## config.mk

```make
export PLATFORM = sky130hd
export DESIGN_NAME = rnn_host_seq_flat
export DESIGN_NICKNAME = d
export VERILOG_FILES = /design/src/rtl/rnn_host_seq_pkg.sv /design/src/rtl/rnn_host_seq_if.sv /design/src/rtl/rnn_host_seq_word_writer.sv /design/src/rtl/rnn_host_seq.sv /design/src/flat_wrapper.sv
export SDC_FILE = /design/constraint.sdc
export NUM_CORES = 1
export LEC_CHECK = 0
export BUFFER_PORTS_ARGS = -buffer_cell sky130_fd_sc_hd__buf_4
export CAP_MARGIN = 20
export CORE_AREA = 2 2 175 177
export DETAILED_ROUTE_END_ITERATION = 10
export DIE_AREA = 0 0 177 179
export PLACE_DENSITY_LB_ADDON = 0.25
export SLEW_MARGIN = 20
export SYNTH_ARGS = -nofsm -noshare
export SYNTH_HDL_FRONTEND = slang
export SYNTH_HIERARCHICAL = 1
export SYNTH_SLANG_ARGS = --single-unit
export TNS_END_PERCENT = 1
```

## constraint.sdc

```tcl
create_clock -name clk -period 2.9 [get_ports clk]
set_input_delay 0.29 -clock clk [delete_from_list [all_inputs] [get_ports clk]]
set_output_delay 0.29 -clock clk [all_outputs]
set_load 0.02 [all_outputs]
```

## src/rtl/rnn_host_seq_pkg.sv

```systemverilog
`default_nettype none
// ============================================================================
// rnn_host_pkg : shared types and constants for the rnn host sequencer
// Revision     : 1.0
// ============================================================================
package rnn_host_pkg;

  localparam int P_EMB = 4;
  localparam int P_HID = 32;

  typedef enum logic [3:0] {
    S_IDLE, S_LW, S_LR, S_LB, S_LD, S_LDB, S_READY, S_EMB, S_STEP, S_DENSE, S_RES
  } host_state_e;

  typedef enum logic [1:0] {WS_IDLE, WS_FETCH, WS_WRITE} wr_state_e;

  typedef enum logic [1:0] {PK_RC, PK_IDX, PK_VAL, PK_ZERO} pack_e;

  localparam logic [2:0] A_STEP  = 3'd0;
  localparam logic [2:0] A_EMB   = 3'd1;
  localparam logic [2:0] A_W     = 3'd2;
  localparam logic [2:0] A_R     = 3'd3;
  localparam logic [2:0] A_B     = 3'd4;
  localparam logic [2:0] A_D     = 3'd5;
  localparam logic [2:0] A_DB    = 3'd6;
  localparam logic [2:0] A_DENSE = 3'd7;

  // ROM base offset of each parameter segment; the ROM is packed W,R,B,D,dense bias,E.
  function automatic int seg_base(host_state_e s, int emb, int hid);
    case (s)
      S_LR:    return emb * hid;
      S_LB:    return emb * hid + hid * hid;
      S_LD:    return emb * hid + hid * hid + hid;
      S_LDB:   return emb * hid + hid * hid + 2 * hid;
      S_EMB:   return emb * hid + hid * hid + 2 * hid + 1;
      default: return 0;
    endcase
  endfunction

endpackage
`default_nettype wire

```

## src/rtl/rnn_host_seq_if.sv

```systemverilog
`default_nettype none
// ============================================================================
// rnn_host_seq_if : register-write bus between host sequencer and accelerator
// Revision        : 1.0
// ============================================================================
interface rnn_host_seq_if;
  logic        m_read;
  logic        m_write;
  logic [2:0]  m_addr;
  logic [31:0] m_writedata;
  logic [31:0] m_readdata;
  logic        m_waitrequest;

  modport master (
    output m_read, m_write, m_addr, m_writedata,
    input  m_readdata, m_waitrequest
  );

  modport slave (
    input  m_read, m_write, m_addr, m_writedata,
    output m_readdata, m_waitrequest
  );
endinterface
`default_nettype wire

```

## src/rtl/rnn_host_seq_word_writer.sv

```systemverilog
`default_nettype none
// ============================================================================
// rnn_word_writer : streams COUNT ROM words to one bus register (FETCH/WRITE)
// Revision        : 1.0
// ============================================================================
module rnn_word_writer import rnn_host_pkg::*; #(
  parameter int HID    = P_HID,
  parameter int ROM_AW = 16
) (
  input  logic              clk,
  input  logic              rst_n,
  input  logic              start,
  input  logic [ROM_AW-1:0] base,
  input  logic [15:0]       count,
  input  logic [2:0]        bus_addr,
  input  pack_e             mode,
  input  logic              two_d,
  input  logic [15:0]       rom_data,
  input  logic              waitrequest,
  output logic [ROM_AW-1:0] rom_addr,
  output logic              wr_strobe,
  output logic [2:0]        wr_addr,
  output logic [31:0]       wr_data,
  output logic              done
);

  wr_state_e         state_q, state_d;
  logic [ROM_AW-1:0] base_q, base_d;
  logic [15:0]       count_q, count_d;
  logic [2:0]        addr_q, addr_d;
  pack_e             mode_q, mode_d;
  logic              two_d_q, two_d_d;
  logic [15:0]       idx_q, idx_d;
  logic [7:0]        row_q, row_d;
  logic [7:0]        col_q, col_d;

  always_ff @(posedge clk or negedge rst_n) begin
    if (!rst_n) begin
      state_q <= WS_IDLE;
      base_q  <= '0;
      count_q <= '0;
      addr_q  <= '0;
      mode_q  <= PK_ZERO;
      two_d_q <= 1'b0;
      idx_q   <= '0;
      row_q   <= '0;
      col_q   <= '0;
    end else begin
      state_q <= state_d;
      base_q  <= base_d;
      count_q <= count_d;
      addr_q  <= addr_d;
      mode_q  <= mode_d;
      two_d_q <= two_d_d;
      idx_q   <= idx_d;
      row_q   <= row_d;
      col_q   <= col_d;
    end
  end

  always_comb begin
    state_d   = state_q;
    base_d    = base_q;
    count_d   = count_q;
    addr_d    = addr_q;
    mode_d    = mode_q;
    two_d_d   = two_d_q;
    idx_d     = idx_q;
    row_d     = row_q;
    col_d     = col_q;
    rom_addr  = '0;
    wr_strobe = 1'b0;
    wr_addr   = '0;
    wr_data   = '0;
    done      = 1'b0;

    case (mode_q)
      PK_RC:   wr_data = {row_q, col_q, rom_data};
      PK_IDX:  wr_data = {idx_q, rom_data};
      PK_VAL:  wr_data = {16'h0000, rom_data};
      default: wr_data = '0;
    endcase

    case (state_q)
      WS_IDLE: begin
        wr_data = '0;
        if (start) begin
          base_d  = base;
          count_d = count;
          addr_d  = bus_addr;
          mode_d  = mode;
          two_d_d = two_d;
          idx_d   = '0;
          row_d   = '0;
          col_d   = '0;
          state_d = WS_FETCH;
        end
      end
      WS_FETCH: begin
        wr_data  = '0;
        rom_addr = base_q + ROM_AW'(idx_q);
        state_d  = WS_WRITE;
      end
      WS_WRITE: begin
        // rom_addr stays put so the ROM keeps presenting the same word during a stall
        rom_addr  = base_q + ROM_AW'(idx_q);
        wr_strobe = 1'b1;
        wr_addr   = addr_q;
        if (!waitrequest) begin
          if (idx_q == count_q - 16'd1) begin
            done    = 1'b1;
            state_d = WS_IDLE;
          end else begin
            idx_d   = idx_q + 16'd1;
            state_d = WS_FETCH;
            if (two_d_q) begin
              if (col_q == 8'(HID - 1)) begin
                col_d = '0;
                row_d = row_q + 8'd1;
              end else begin
                col_d = col_q + 8'd1;
              end
            end
          end
        end
      end
      default: begin
        wr_data = '0;
        state_d = WS_IDLE;
      end
    endcase
  end

endmodule
`default_nettype wire

```

## src/rtl/rnn_host_seq.sv

```systemverilog
`default_nettype none
// ============================================================================
// rnn_host_seq : loads rnn parameters from ROM and runs per-sequence inference
// Revision     : 1.0
// ============================================================================
module rnn_host_seq import rnn_host_pkg::*; #(
  parameter int EMB    = P_EMB,
  parameter int HID    = P_HID,
  parameter int ROM_AW = 16,
  parameter int CHAR_W = 8
) (
  input  logic              clk,
  input  logic              rst_n,
  input  logic              load_start,
  output logic              load_done,
  output logic [ROM_AW-1:0] rom_addr,
  input  logic [15:0]       rom_data,
  input  logic              char_valid,
  output logic              char_ready,
  input  logic [CHAR_W-1:0] char_id,
  input  logic              char_last,
  rnn_host_seq_if.master    bus,
  output logic              result_valid,
  output logic [31:0]       result_data
);

  host_state_e       state_q, state_d;
  logic              load_done_q, load_done_d;
  logic [CHAR_W-1:0] ch_q, ch_d;
  logic              last_q, last_d;
  logic [31:0]       result_q, result_d;
  logic              result_valid_q, result_valid_d;

  logic              wr_start, wr_2d, wr_done, wr_strobe, rd_strobe;
  logic [ROM_AW-1:0] wr_base;
  logic [15:0]       wr_count;
  logic [2:0]        wr_sel, wr_addr;
  pack_e             wr_mode;
  logic [31:0]       wr_data;

  always_ff @(posedge clk or negedge rst_n) begin
    if (!rst_n) begin
      state_q        <= S_IDLE;
      load_done_q    <= 1'b0;
      ch_q           <= '0;
      last_q         <= 1'b0;
      result_q       <= '0;
      result_valid_q <= 1'b0;
    end else begin
      state_q        <= state_d;
      load_done_q    <= load_done_d;
      ch_q           <= ch_d;
      last_q         <= last_d;
      result_q       <= result_d;
      result_valid_q <= result_valid_d;
    end
  end

  always_comb begin
    state_d        = state_q;
    load_done_d    = load_done_q;
    ch_d           = ch_q;
    last_d         = last_q;
    result_d       = result_q;
    result_valid_d = 1'b0;
    char_ready     = 1'b0;
    rd_strobe      = 1'b0;
    wr_start       = 1'b0;
    wr_base        = ROM_AW'(seg_base(state_q, EMB, HID));
    wr_count       = 16'd1;
    wr_sel         = A_STEP;
    wr_mode        = PK_ZERO;
    wr_2d          = 1'b0;

    case (state_q)
      S_IDLE: begin
        if (load_start) begin
          load_done_d = 1'b0;
          state_d     = S_LW;
        end
      end
      S_LW: begin
        wr_start = 1'b1;
        wr_count = 16'(EMB * HID);
        wr_sel   = A_W;
        wr_mode  = PK_RC;
        wr_2d    = 1'b1;
        if (wr_done) state_d = S_LR;
      end
      S_LR: begin
        wr_start = 1'b1;
        wr_count = 16'(HID * HID);
        wr_sel   = A_R;
        wr_mode  = PK_RC;
        wr_2d    = 1'b1;
        if (wr_done) state_d = S_LB;
      end
      S_LB: begin
        wr_start = 1'b1;
        wr_count = 16'(HID);
        wr_sel   = A_B;
        wr_mode  = PK_IDX;
        if (wr_done) state_d = S_LD;
      end
      S_LD: begin
        wr_start = 1'b1;
        wr_count = 16'(HID);
        wr_sel   = A_D;
        wr_mode  = PK_IDX;
        if (wr_done) state_d = S_LDB;
      end
      S_LDB: begin
        wr_start = 1'b1;
        wr_sel   = A_DB;
        wr_mode  = PK_VAL;
        if (wr_done) begin
          load_done_d = 1'b1;
          state_d     = S_READY;
        end
      end
      S_READY: begin
        // a reload request wins over a character offered in the same cycle
        if (load_start) begin
          load_done_d = 1'b0;
          state_d     = S_LW;
        end else begin
          char_ready = 1'b1;
          if (char_valid) begin
            ch_d    = char_id;
            last_d  = char_last;
            state_d = S_EMB;
          end
        end
      end
      S_EMB: begin
        wr_start = 1'b1;
        wr_base  = ROM_AW'(seg_base(S_EMB, EMB, HID) + int'(ch_q) * EMB);
        wr_count = 16'(EMB);
        wr_sel   = A_EMB;
        wr_mode  = PK_IDX;
        if (wr_done) state_d = S_STEP;
      end
      S_STEP: begin
        wr_start = 1'b1;
        wr_sel   = A_STEP;
        if (wr_done) state_d = last_q ? S_DENSE : S_READY;
      end
      S_DENSE: begin
        wr_start = 1'b1;
        wr_sel   = A_DENSE;
        if (wr_done) state_d = S_RES;
      end
      S_RES: begin
        rd_strobe = 1'b1;
        if (!bus.m_waitrequest) begin
          result_d       = bus.m_readdata;
          result_valid_d = 1'b1;
          state_d        = S_READY;
        end
      end
      default: state_d = S_IDLE;
    endcase
  end

  rnn_word_writer #(
    .HID    (HID),
    .ROM_AW (ROM_AW)
  ) u_writer (
    .clk         (clk),
    .rst_n       (rst_n),
    .start       (wr_start),
    .base        (wr_base),
    .count       (wr_count),
    .bus_addr    (wr_sel),
    .mode        (wr_mode),
    .two_d       (wr_2d),
    .rom_data    (rom_data),
    .waitrequest (bus.m_waitrequest),
    .rom_addr    (rom_addr),
    .wr_strobe   (wr_strobe),
    .wr_addr     (wr_addr),
    .wr_data     (wr_data),
    .done        (wr_done)
  );

  assign bus.m_read      = rd_strobe;
  assign bus.m_write     = wr_strobe;
  assign bus.m_addr      = rd_strobe ? A_DENSE : wr_addr;
  assign bus.m_writedata = wr_data;

  assign load_done    = load_done_q;
  assign result_valid = result_valid_q;
  assign result_data  = result_q;

endmodule
`default_nettype wire

```

## src/flat_wrapper.sv

```systemverilog
// flat-port wrapper written by rule: the top's interface ports become plain ports
module rnn_host_seq_flat import rnn_host_pkg::*;
#(
  parameter int EMB    = P_EMB,
  parameter int HID    = P_HID,
  parameter int ROM_AW = 16,
  parameter int CHAR_W = 8
)
  (clk, rst_n, load_start, load_done, rom_addr, rom_data, char_valid, char_ready, char_id, char_last, result_valid, result_data, bus_m_read, bus_m_write, bus_m_addr, bus_m_writedata, bus_m_readdata, bus_m_waitrequest);
  rnn_host_seq_if bus_i ();
  input  logic clk;
  input  logic rst_n;
  input  logic load_start;
  output logic load_done;
  output logic [ROM_AW-1:0] rom_addr;
  input  logic [15:0] rom_data;
  input  logic char_valid;
  output logic char_ready;
  input  logic [CHAR_W-1:0] char_id;
  input  logic char_last;
  output logic result_valid;
  output logic [31:0] result_data;
  output wire logic [$bits(bus_i.m_read)-1:0] bus_m_read;
  output wire logic [$bits(bus_i.m_write)-1:0] bus_m_write;
  output wire logic [$bits(bus_i.m_addr)-1:0] bus_m_addr;
  output wire logic [$bits(bus_i.m_writedata)-1:0] bus_m_writedata;
  input wire logic [$bits(bus_i.m_readdata)-1:0] bus_m_readdata;
  input wire logic [$bits(bus_i.m_waitrequest)-1:0] bus_m_waitrequest;
  assign bus_m_read = bus_i.m_read;
  assign bus_m_write = bus_i.m_write;
  assign bus_m_addr = bus_i.m_addr;
  assign bus_m_writedata = bus_i.m_writedata;
  assign bus_i.m_readdata = bus_m_readdata;
  assign bus_i.m_waitrequest = bus_m_waitrequest;
  rnn_host_seq #(.EMB(EMB), .HID(HID), .ROM_AW(ROM_AW), .CHAR_W(CHAR_W)) u_core (.clk(clk), .rst_n(rst_n), .load_start(load_start), .load_done(load_done), .rom_addr(rom_addr), .rom_data(rom_data), .char_valid(char_valid), .char_ready(char_ready), .char_id(char_id), .char_last(char_last), .bus(bus_i), .result_valid(result_valid), .result_data(result_data));
endmodule
```

==> results.sh, run 1 <==
export IMPL_cts_buffers=17
export IMPL_ios=150
export IMPL_grt_pass1_wl_um=33100
export IMPL_place_inst=1355
export IMPL_yosys_area_top_type_share_pct=39.7
export IMPL_cts_htree_levels=4
export IMPL_synthCells=753
export IMPL_synth_area_per_cell_um2=9.81
export IMPL_end_kind="primary output"
export IMPL_crit_path_max_fanout=5
export IMPL_placeableCoreArea_um2=30000
export IMPL_grt_pass1_vias=6254
export IMPL_ctsLongestPathBuffers=2
export IMPL_grt_max_degree=58
export IMPL_max_slew_margin_rel_pct=45.9
export IMPL_worst_pin_slew_ns=0.812
export IMPL_avgViaCountPerCell=4.60
export IMPL_syn_area_um2=7380
export IMPL_hpwl_um=15500
export IMPL_drc=0
export IMPL_fin_setup_tns_ns=-2.99
export IMPL_synth_top_cells_by_area="dfrtp_1, mux2_1, mux2_2, ha_1, mux2i_1"
export IMPL_start_util_pct=24.6
export IMPL_path_clk_slew_ns=0.07
export IMPL_num_rows=64
export IMPL_vias=6388
export IMPL_holdCritPathClass="primary input to flip-flop"
export IMPL_numPortBuffers=149
export IMPL_synth_async_reset_ratio_pct=100
export IMPL_maxCapViolations=0
export IMPL_max_freq_mhz=310
export IMPL_final_cell_mix="buf_4, dfrtp_1, nor2_1"
export IMPL_ff2ff_path_depth=12
export IMPL_vdd_drop_max_v=0.000479
export IMPL_min_period_ns=3.22
export IMPL_ys_ff_latch=119
export IMPL_synth_edf_count=0
export IMPL_cts_root_buf="clkbuf_16"
export IMPL_worstHoldPathCells=2
export IMPL_layout_commonest_cell="buf_4"
export IMPL_synth_top_cell_by_area="dfrtp_1"
export IMPL_fin_skew_ns=0.0186
export IMPL_worstSetupPathType="flip-flop to primary output"
export IMPL_hold_slack_ns=0.0749
export IMPL_cp_required_ns=2.61
export IMPL_rsz0062_at_grt="yes"
export IMPL_drv_slew=0
export IMPL_dieHeight_um=179
export IMPL_first_pass_iters=5
export IMPL_diodes=0
export IMPL_p_leak_nw=4.85
export IMPL_tritoncts="done"
export IMPL_setup_viol=28
export IMPL_routabilityCongestion=0.819
export IMPL_yosysSeqAreaShare_pct=40.4
export IMPL_die_area_um2=31700
export IMPL_drt_iter0_drc=301
export IMPL_synthFlopType="dfrtp_1"
export IMPL_antenna_found_initial=0
export IMPL_ant_nets=0
export IMPL_clk_latency_ns=0.43
export IMPL_timing_final_crit_share_pct=111
export IMPL_layout_nets=1066
export IMPL_wl_um=20500
export IMPL_ys_types=71
export IMPL_area_delta_synth_final_pct=39.9
export IMPL_track_usage_pct=13.2
export IMPL_violations="negative setup slack"
export IMPL_gr_total_overflow=0
export IMPL_clock_sinks=119
export IMPL_wire_per_inst_um=14.8
export IMPL_p_per_area_nw_per_um2=679
export IMPL_hold_viol_final=0
export IMPL_layout_drive_gt1_share_pct=35.8
export IMPL_yosys_warnings=6
export IMPL_start_kind="flip-flop"
export IMPL_die_w_um=177
export IMPL_outcome="complete, but fails checks"
export IMPL_cp_arrival_ns=2.93
export IMPL_worst_slack_ns=-0.323
export IMPL_final_util_pct=34.4
export IMPL_instances_no_fill=1388
layout make-up:
cell class	instances	area (µm²)
fill	3161	19700
multi-input combinational	589	4380
sequential	119	2980
timing repair buffer	231	1790
tap	396	495
clock buffer	19	443
clock inverter	13	161
inverter	21	78.8
where the power goes:
part	total [mW]	internal [mW]	switching [mW]
sequential	2.03	1.85	0.178
clock	2.21	1.32	0.892
combinational	2.77	1.27	1.50
total	7.01	4.45	2.57
worst max-delay path: stages, from the launching register on:
cell and delay [ns]:
dfrtp_1 0.42, buf_6 0.17, ha_1 0.30, o21ai_0 0.11, nor2b_2 0.18, inv_1 0.05, o211ai_1 0.15, a211oi_2 0.31
nor3_1 0.11, or3_1 0.37, and3_1 0.18, buf_4 0.15
synthesized netlist by cell type (7+ instances only):
cell type	n
a31oi_1	9
nor3_1	17
and3_1	12
clkbuf_1	30
xor2_1	13
nand2b_1	21
nor2_1	67
and2_1	36
a21oi_1	31
nand3_1	14
mux2i_1	26
mux2_2	41
nand4_1	14
or3_1	11
inv_1	19
dfrtp_1	117
xnor2_1	20
a21o_1	7
nand2_1	47
o21ai_0	26
ha_1	24
mux2_1	42
cell families after synthesis:
logic type | count (synthesis) | synth area share, %
simple gates | 277 | 20.1
compound gates | 127 | 11.3
flops | 119 | 40.4
mux | 111 | 16.6
buf+inv | 60 | 3.34
xor+xnor | 33 | 3.91
fa+ha+maj | 25 | 4.34
other cells | 1 | 0.0508
through the flow:
stage	total power, mW	worst slack, ns	instance area (µm²)
6_report	7.01	-0.323	10300
5_1_grt	7.44	-0.546	10300
4_1_cts	7.08	-0.333	10300
3_5_place_dp	4.77	-0.359	9550
3_3_place_gp	4.75	-0.370	9550
2_1_floorplan	3.67	-0.225	7460
worst paths after layout:
check,startpoint,end,slack [ns]
worst max-delay path,u_core/u_writer/idx_q[6],rom_addr[15],-0.32
worst min-delay path,char_id[4],u_core/ch_q[4],0.07
worst max register to register,u_core/u_writer/count_q[1],u_core/state_q[2],-0.32
worst min register to register,u_core/result_data[24],u_core/result_data[24],0.49
max in group asynchronous,rst_n,u_core/u_writer/idx_q[4],1.67
min in group asynchronous,rst_n,u_core/ch_q[3],0.48
state kept, by name, summed over array words and instances, names as in the netlist:
name and cells:
u_core/state_q 4, u_core/u_writer/row_q 8, u_core/last_q 1, u_core/ch_q 8, u_core/u_writer/state_q 2, u_core/u_writer/base_q 16
u_core/u_writer/two_d_q 1, u_core/result_valid 1, u_core/u_writer/col_q 8, u_core/u_writer/idx_q 16, u_core/u_writer/count_q 16, u_core/result_data 32
u_core/load_done 1, u_core/u_writer/mode_q 2, u_core/u_writer/addr_q 3
timing repair:
action / 4_1_cts / 5_1_grt
endpoints found under the setup margin: 42 / 49
gates resized for setup: 21 / 12
buffers inserted: 0 / 0
endpoints found under the hold margin: 52 / 0
pin swaps: 10 / 7
hold buffers: 1 / 0
routing by layer:
layer / part of all wire, % / global-route usage (%) / vias to the layer above
li1: - / - / 3123
met1: 48 / 18.1 / 3090
met2: 44 / 20.4 / 167
met3: 7.0 / 4.11 / 8
met4: 0.57 / 2.72 / 0
met5: 0 / 0 / -
Note: power is estimated with default switching activity, not from simulation.
==> inputs of run 2 (changes only) <==
CORE_AREA = 2 2 162 164   (was 2 2 175 177)
DIE_AREA = 0 0 164 166   (was 0 0 177 179)
SYNTH_HIERARCHICAL = default   (was 1)
==> results.sh, run 2 <==
export IMPL_crit_path_max_fanout=3
export IMPL_avgViaCountPerCell=4.76
export IMPL_power_total_mw=7.83
export IMPL_syn_nets=765
export IMPL_vdd_drop_max_v=0.000407
export IMPL_synth_edf_count=0
export IMPL_wl_um=18800
export IMPL_cts_htree_levels=3
export IMPL_synth_top_cells_by_area="dfrtp_1, mux2_2, ha_1, nand2_1, o21ai_0"
export IMPL_maxCapViolations=0
export IMPL_synth_area_per_cell_um2=9.26
export IMPL_yosys_area_top_type_share_pct=40.1
export IMPL_yosys_warnings=0
export IMPL_routabilityCongestion=0.820
export IMPL_worst_pin_slew_ns=0.716
export IMPL_die_w_um=164
export IMPL_start_kind="flip-flop"
export IMPL_final_util_pct=33.1
export IMPL_p_leak_nw=3.89
export IMPL_largest_register_ffs=32
export IMPL_p_per_area_nw_per_um2=923
export IMPL_num_rows=59
export IMPL_diodes=0
export IMPL_ys_top_cells_by_count="dfrtp_1, nand2_1, nor2_1"
export IMPL_area_delta_synth_final_pct=34.5
export IMPL_clock_sinks=103
export IMPL_vias=5659
export IMPL_tritoncts="done"
export IMPL_slowest_delay_ns=0.42
export IMPL_numPortBuffers=149
export IMPL_grt_max_degree=75
export IMPL_synth_async_reset_ratio_pct=100
export IMPL_ys_ff_latch=103
export IMPL_fin_setup_tns_ns=0
export IMPL_cts_root_buf="clkbuf_16"
export IMPL_track_usage_pct=13.9
export IMPL_ys_types=65
export IMPL_start_util_pct=24.6
export IMPL_ant_nets=0
export IMPL_layout_commonest_cell="buf_4"
export IMPL_rsz0062_at_grt="yes"
export IMPL_layout_nets=934
export IMPL_wire_per_inst_um=15.8
export IMPL_yosysMostFrequentCell="dfrtp_1"
export IMPL_die_area_um2=27200
export IMPL_drt_iter0_drc=337
export IMPL_hpwl_um=14100
export IMPL_drv_slew=0
export IMPL_synthFlopType="dfrtp_1"
export IMPL_synthCells=681
export IMPL_clk_latency_ns=0.36
export IMPL_hold_viol_final=0
export IMPL_gr_total_overflow=0
export IMPL_setup_viol=0
export IMPL_path_clk_slew_ns=0.08
export IMPL_dieHeight_um=166
export IMPL_ios=150
export IMPL_final_cell_mix="buf_4, dfrtp_1, nand2_1"
export IMPL_first_pass_iters=4
export IMPL_drc=0
export IMPL_place_inst=1169
export IMPL_antenna_found_initial=0
export IMPL_placed_area_um2=8010
export IMPL_placeableCoreArea_um2=25600
export IMPL_place_ws_ns=0.0425
export IMPL_fin_skew_ns=0.0134
export IMPL_grt_pass1_wl_um=30000
export IMPL_min_period_ns=2.80
export IMPL_max_slew_margin_rel_pct=52.3
export IMPL_instances_no_fill=1190
export IMPL_grt_pass1_vias=5497
export IMPL_fin_area_um2=8480
export IMPL_hold_slack_ns=0.155
export IMPL_layout_drive_gt1_share_pct=33.2
export IMPL_worst_slack_ns=0.103
export IMPL_max_freq_mhz=358
export IMPL_outcome="completed"
export IMPL_synth_top_cell_by_area="dfrtp_1"
export IMPL_holdCritPathClass="primary input to flip-flop"
export IMPL_yosysSeqAreaShare_pct=40.9
export IMPL_cp_slowest_cell="dfrtp_1"
export IMPL_timing_final_crit_share_pct=96.4
export IMPL_cts_buffers=9
export IMPL_worstSetupPathType="flip-flop to primary output"
export IMPL_syn_area_um2=6310
export IMPL_cp_cell_sequence="ha_4 > a31o_4 > a21o_1 > a21oi_2 > o21ai_2 > a2111oi_4 > or4b_4 > nand2_2 > buf_6"
export IMPL_cp_arrival_ns=2.51
export IMPL_cp_required_ns=2.61
export IMPL_ctsLongestPathBuffers=2
export IMPL_end_kind="primary output"
==> run 2: worst max-delay path: cells and delay by family, from the launching register on <==
family                     cells  cell delay, ns
AOI/OAI and AO/OA              5            1.12
adders and majority gates      1            0.25
buffers and inverters          1            0.13
DFF                            1            0.42
and+or+nand+nor                2            0.24
==> run 2: repair_timing <==
item / in CTS / in global routing
hold endpoints to repair: 29 / 0
gates resized for setup: 9 / 18
hold buffers: 1 / 0
endpoints found under the setup margin: 5 / 33
setup buffers: 1 / 3
pin swaps: 3 / 9
==> run 2: layout make-up <==
class	count	area (µm²)
Sequential cell	103	2580
Tap cell	335	419
Multi-Input combinational cell	523	3670
Clock buffer	9	225
Timing Repair Buffer	191	1450
Fill cell	2677	17100
Inverter	22	82.6
Clock inverter	7	56.3
==> run 2: cell families (layout without fill, tap and decap cells) <==
kind of cell / count (synthesis) / count (layout) / share of synthesized area, %
DFF: 103 / 103 / 40.9
buffers and inverters: 55 / 229 / 3.41
and+or+nand+nor: 251 / 251 / 20.5
AOI/OAI and AO/OA: 161 / 161 / 16.4
muxes: 60 / 60 / 10.4
xor gates and xnor gates: 29 / 29 / 4.03
adders and majority gates: 22 / 22 / 4.36
==> run 2: path summary, 6_finish.rpt <==
kind | start | end | slack (ns) | cells after the start
setup / recovery | u_core.u_writer.idx_q[2] | rom_addr[9] | 0.10 | 9
hold / removal | bus_m_readdata[14] | u_core.result_data[14] | 0.16 | 2
setup reg to reg | u_core.u_writer.count_q[2] | u_core.u_writer.col_q[4] | 0.12 | 10
hold reg to reg | u_core.u_writer.base_q[0] | u_core.u_writer.base_q[0] | 0.49 | 2
max in group asynchronous | rst_n | u_core.u_writer.mode_q[0] | 1.70 | 3
min in group asynchronous | rst_n | u_core.u_writer.idx_q[15] | 0.42 | 2
==> run 2: power by group <==
group	internal (mW)	switching [mW]
combinational	1.82	2.44
clock	0.593	0.608
sequential	1.93	0.442
==> run 2: routing by layer <==
metal | part of all wire [%] | wire, µm | up-vias | track usage [%]
met5 | 0 | 0 | - | 0
li1 | - | - | 2778 | -
met1 | 47 | 8910 | 2738 | 19.2
met3 | 5.0 | 936 | 14 | 2.80
met4 | 0.98 | 184 | 0 | 3.85
met2 | 47 | 8800 | 129 | 22.1
==> inputs of run 3 (changes only) <==
PLACE_DENSITY_LB_ADDON = default   (was 0.25)
SLEW_MARGIN = default   (was 20)
==> results.sh, run 3 (synthesized netlist as in run 2, its figures left out) <==
export IMPL_ctsLongestPathBuffers=2
export IMPL_clock_sinks=103
export IMPL_max_slew_margin_rel_pct=52.9
export IMPL_crit_path_start="u_core.u_writer.idx_q[2]"
export IMPL_layout_nets=929
export IMPL_fin_skew_ns=0.0100
export IMPL_tritoncts="done"
export IMPL_hpwl_um=13600
export IMPL_p_leak_nw=3.86
export IMPL_worst_slack_ns=0.0246
export IMPL_antenna_found_initial=0
export IMPL_rsz0062_at_grt="yes"
export IMPL_final_cell_mix="buf_4, dfrtp_1, nand2_1"
export IMPL_timing_final_crit_share_pct=99.2
export IMPL_numPortBuffers=149
export IMPL_cts_root_buf="clkbuf_16"
export IMPL_worstSetupPathType="flip-flop to primary output"
export IMPL_setup_viol=0
export IMPL_largest_register_ffs=32
export IMPL_p_clk_share_pct=15.1
export IMPL_avgViaCountPerCell=4.70
export IMPL_cp_required_ns=2.61
export IMPL_cts_buffers=9
export IMPL_ant_nets=0
export IMPL_drv_slew=0
export IMPL_placeableCoreArea_um2=25600
export IMPL_p_sw_mw=3.40
export IMPL_first_pass_iters=6
export IMPL_worst_pin_slew_ns=0.706
export IMPL_layout_commonest_cell="buf_4"
export IMPL_fin_setup_tns_ns=0
export IMPL_seq_power_share_pct=30.9
export IMPL_r2r_start="u_core.u_writer.count_q[2]"
export IMPL_outcome="completed"
export IMPL_area_delta_synth_final_pct=33.0
export IMPL_p_comb_share_pct=54.0
export IMPL_crit_path_max_fanout=3
export IMPL_vdd_drop_max_v=0.000502
export IMPL_cts_htree_levels=3
export IMPL_die_w_um=164
export IMPL_num_rows=59
export IMPL_hold_viol_final=0
export IMPL_gr_total_overflow=0
export IMPL_diodes=0
export IMPL_wl_um=18000
export IMPL_start_util_pct=24.6
export IMPL_routabilityCongestion=0.862
export IMPL_internal_power_mw=4.30
export IMPL_wire_per_inst_um=15.2
export IMPL_place_ws_ns=-0.0121
export IMPL_dieHeight_um=166
export IMPL_ios=150
export IMPL_grt_pass1_vias=5463
export IMPL_layout_drive_gt1_share_pct=32.5
export IMPL_swShare_pct=44.2
export IMPL_holdCritPathClass="primary input to flip-flop"
export IMPL_place_inst=1164
export IMPL_drt_iter0_drc=326
export IMPL_worstHoldStart="bus_m_readdata[3]"
export IMPL_clk_latency_ns=0.35
export IMPL_max_freq_mhz=348
export IMPL_die_area_um2=27200
export IMPL_grt_pass1_wl_um=28900
export IMPL_hold_slack_ns=0.166
export IMPL_drc=0
export IMPL_end_kind="primary output"
export IMPL_grt_max_degree=56
export IMPL_track_usage_pct=13.2
export IMPL_p_per_area_nw_per_um2=917
export IMPL_min_period_ns=2.88
export IMPL_cp_arrival_ns=2.59
export IMPL_instances_no_fill=1185
export IMPL_start_kind="flip-flop"
export IMPL_maxCapViolations=0
export IMPL_path_clk_slew_ns=0.07
export IMPL_vias=5574
export IMPL_ff2ff_setup_slack_ns=0.14
[run 3: final timing paths]
kind,endpoint,cells past startpoint
min,u_core.result_data[3],2
max in group asynchronous,u_core.result_data[15],3
min reg2reg,u_core.u_writer.base_q[0],2
max,rom_addr[9],9
min in group asynchronous,u_core.result_data[30],2
max reg2reg,u_core.u_writer.idx_q[9],9
[run 3: critical path, cell delays in order (launching register included)]
cell and delay, ns:
dfrtp_1 0.42, ha_4 0.29, a31o_2 0.16, a21o_1 0.16, a21oi_2 0.09, o21ai_2 0.18, a2111oi_2 0.11, or4b_2 0.61
nand2_1 0.08, buf_4 0.13
[run 3: final cells by class]
| class | count | area (µm²) |
|---|---|---|
| well taps | 335 | 419 |
| clock inverters | 6 | 46.3 |
| multi-input cells | 523 | 3620 |
| repair buffers | 186 | 1410 |
| flip-flops and latches | 103 | 2580 |
| fillers | 2649 | 17200 |
| clock buffers | 10 | 229 |
| inverters | 22 | 82.6 |
[run 3: power groups by stage]
stage                     combinational (mW)  clock, mW  sequential, mW
after CTS                               4.10       1.22            2.36
after detailed placement                4.08          0            2.38
final                                   4.16       1.16            2.37
after global placement                  4.04          0            2.36
after floorplan                         2.48          0            2.49
after global routing                    4.57       1.25            2.45
[run 3: repair_timing]
item                                   in CTS  in global routing
resized for setup                           9                 12
cloned                                      0                  0
hold buffers                                1                  0
endpoints found under the hold margin      20                  0
pin swaps                                   3                  5
buffers inserted                            1                  3
setup endpoints to repair                   6                 56
[run 3: metal layers]
metal	up-vias	part of all wire [%]	GRT usage (%)
met5	-	0	0
met2	150	48	21.0
li1	2770	-	-
met3	7	5.7	3.62
met4	0	0.49	2.63
met1	2647	46	18.0
[run 3: through the flow]
step           total power [mW]  util (%)  area [µm²]
2_1_floorplan              4.97         -        6310
6_report                   7.69      32.7        8390
3_3_place_gp               6.40      31.1        7970
4_1_cts                    7.68      32.4        8290
3_5_place_dp               6.46      31.1        7970
5_1_grt                    8.28      32.7        8390
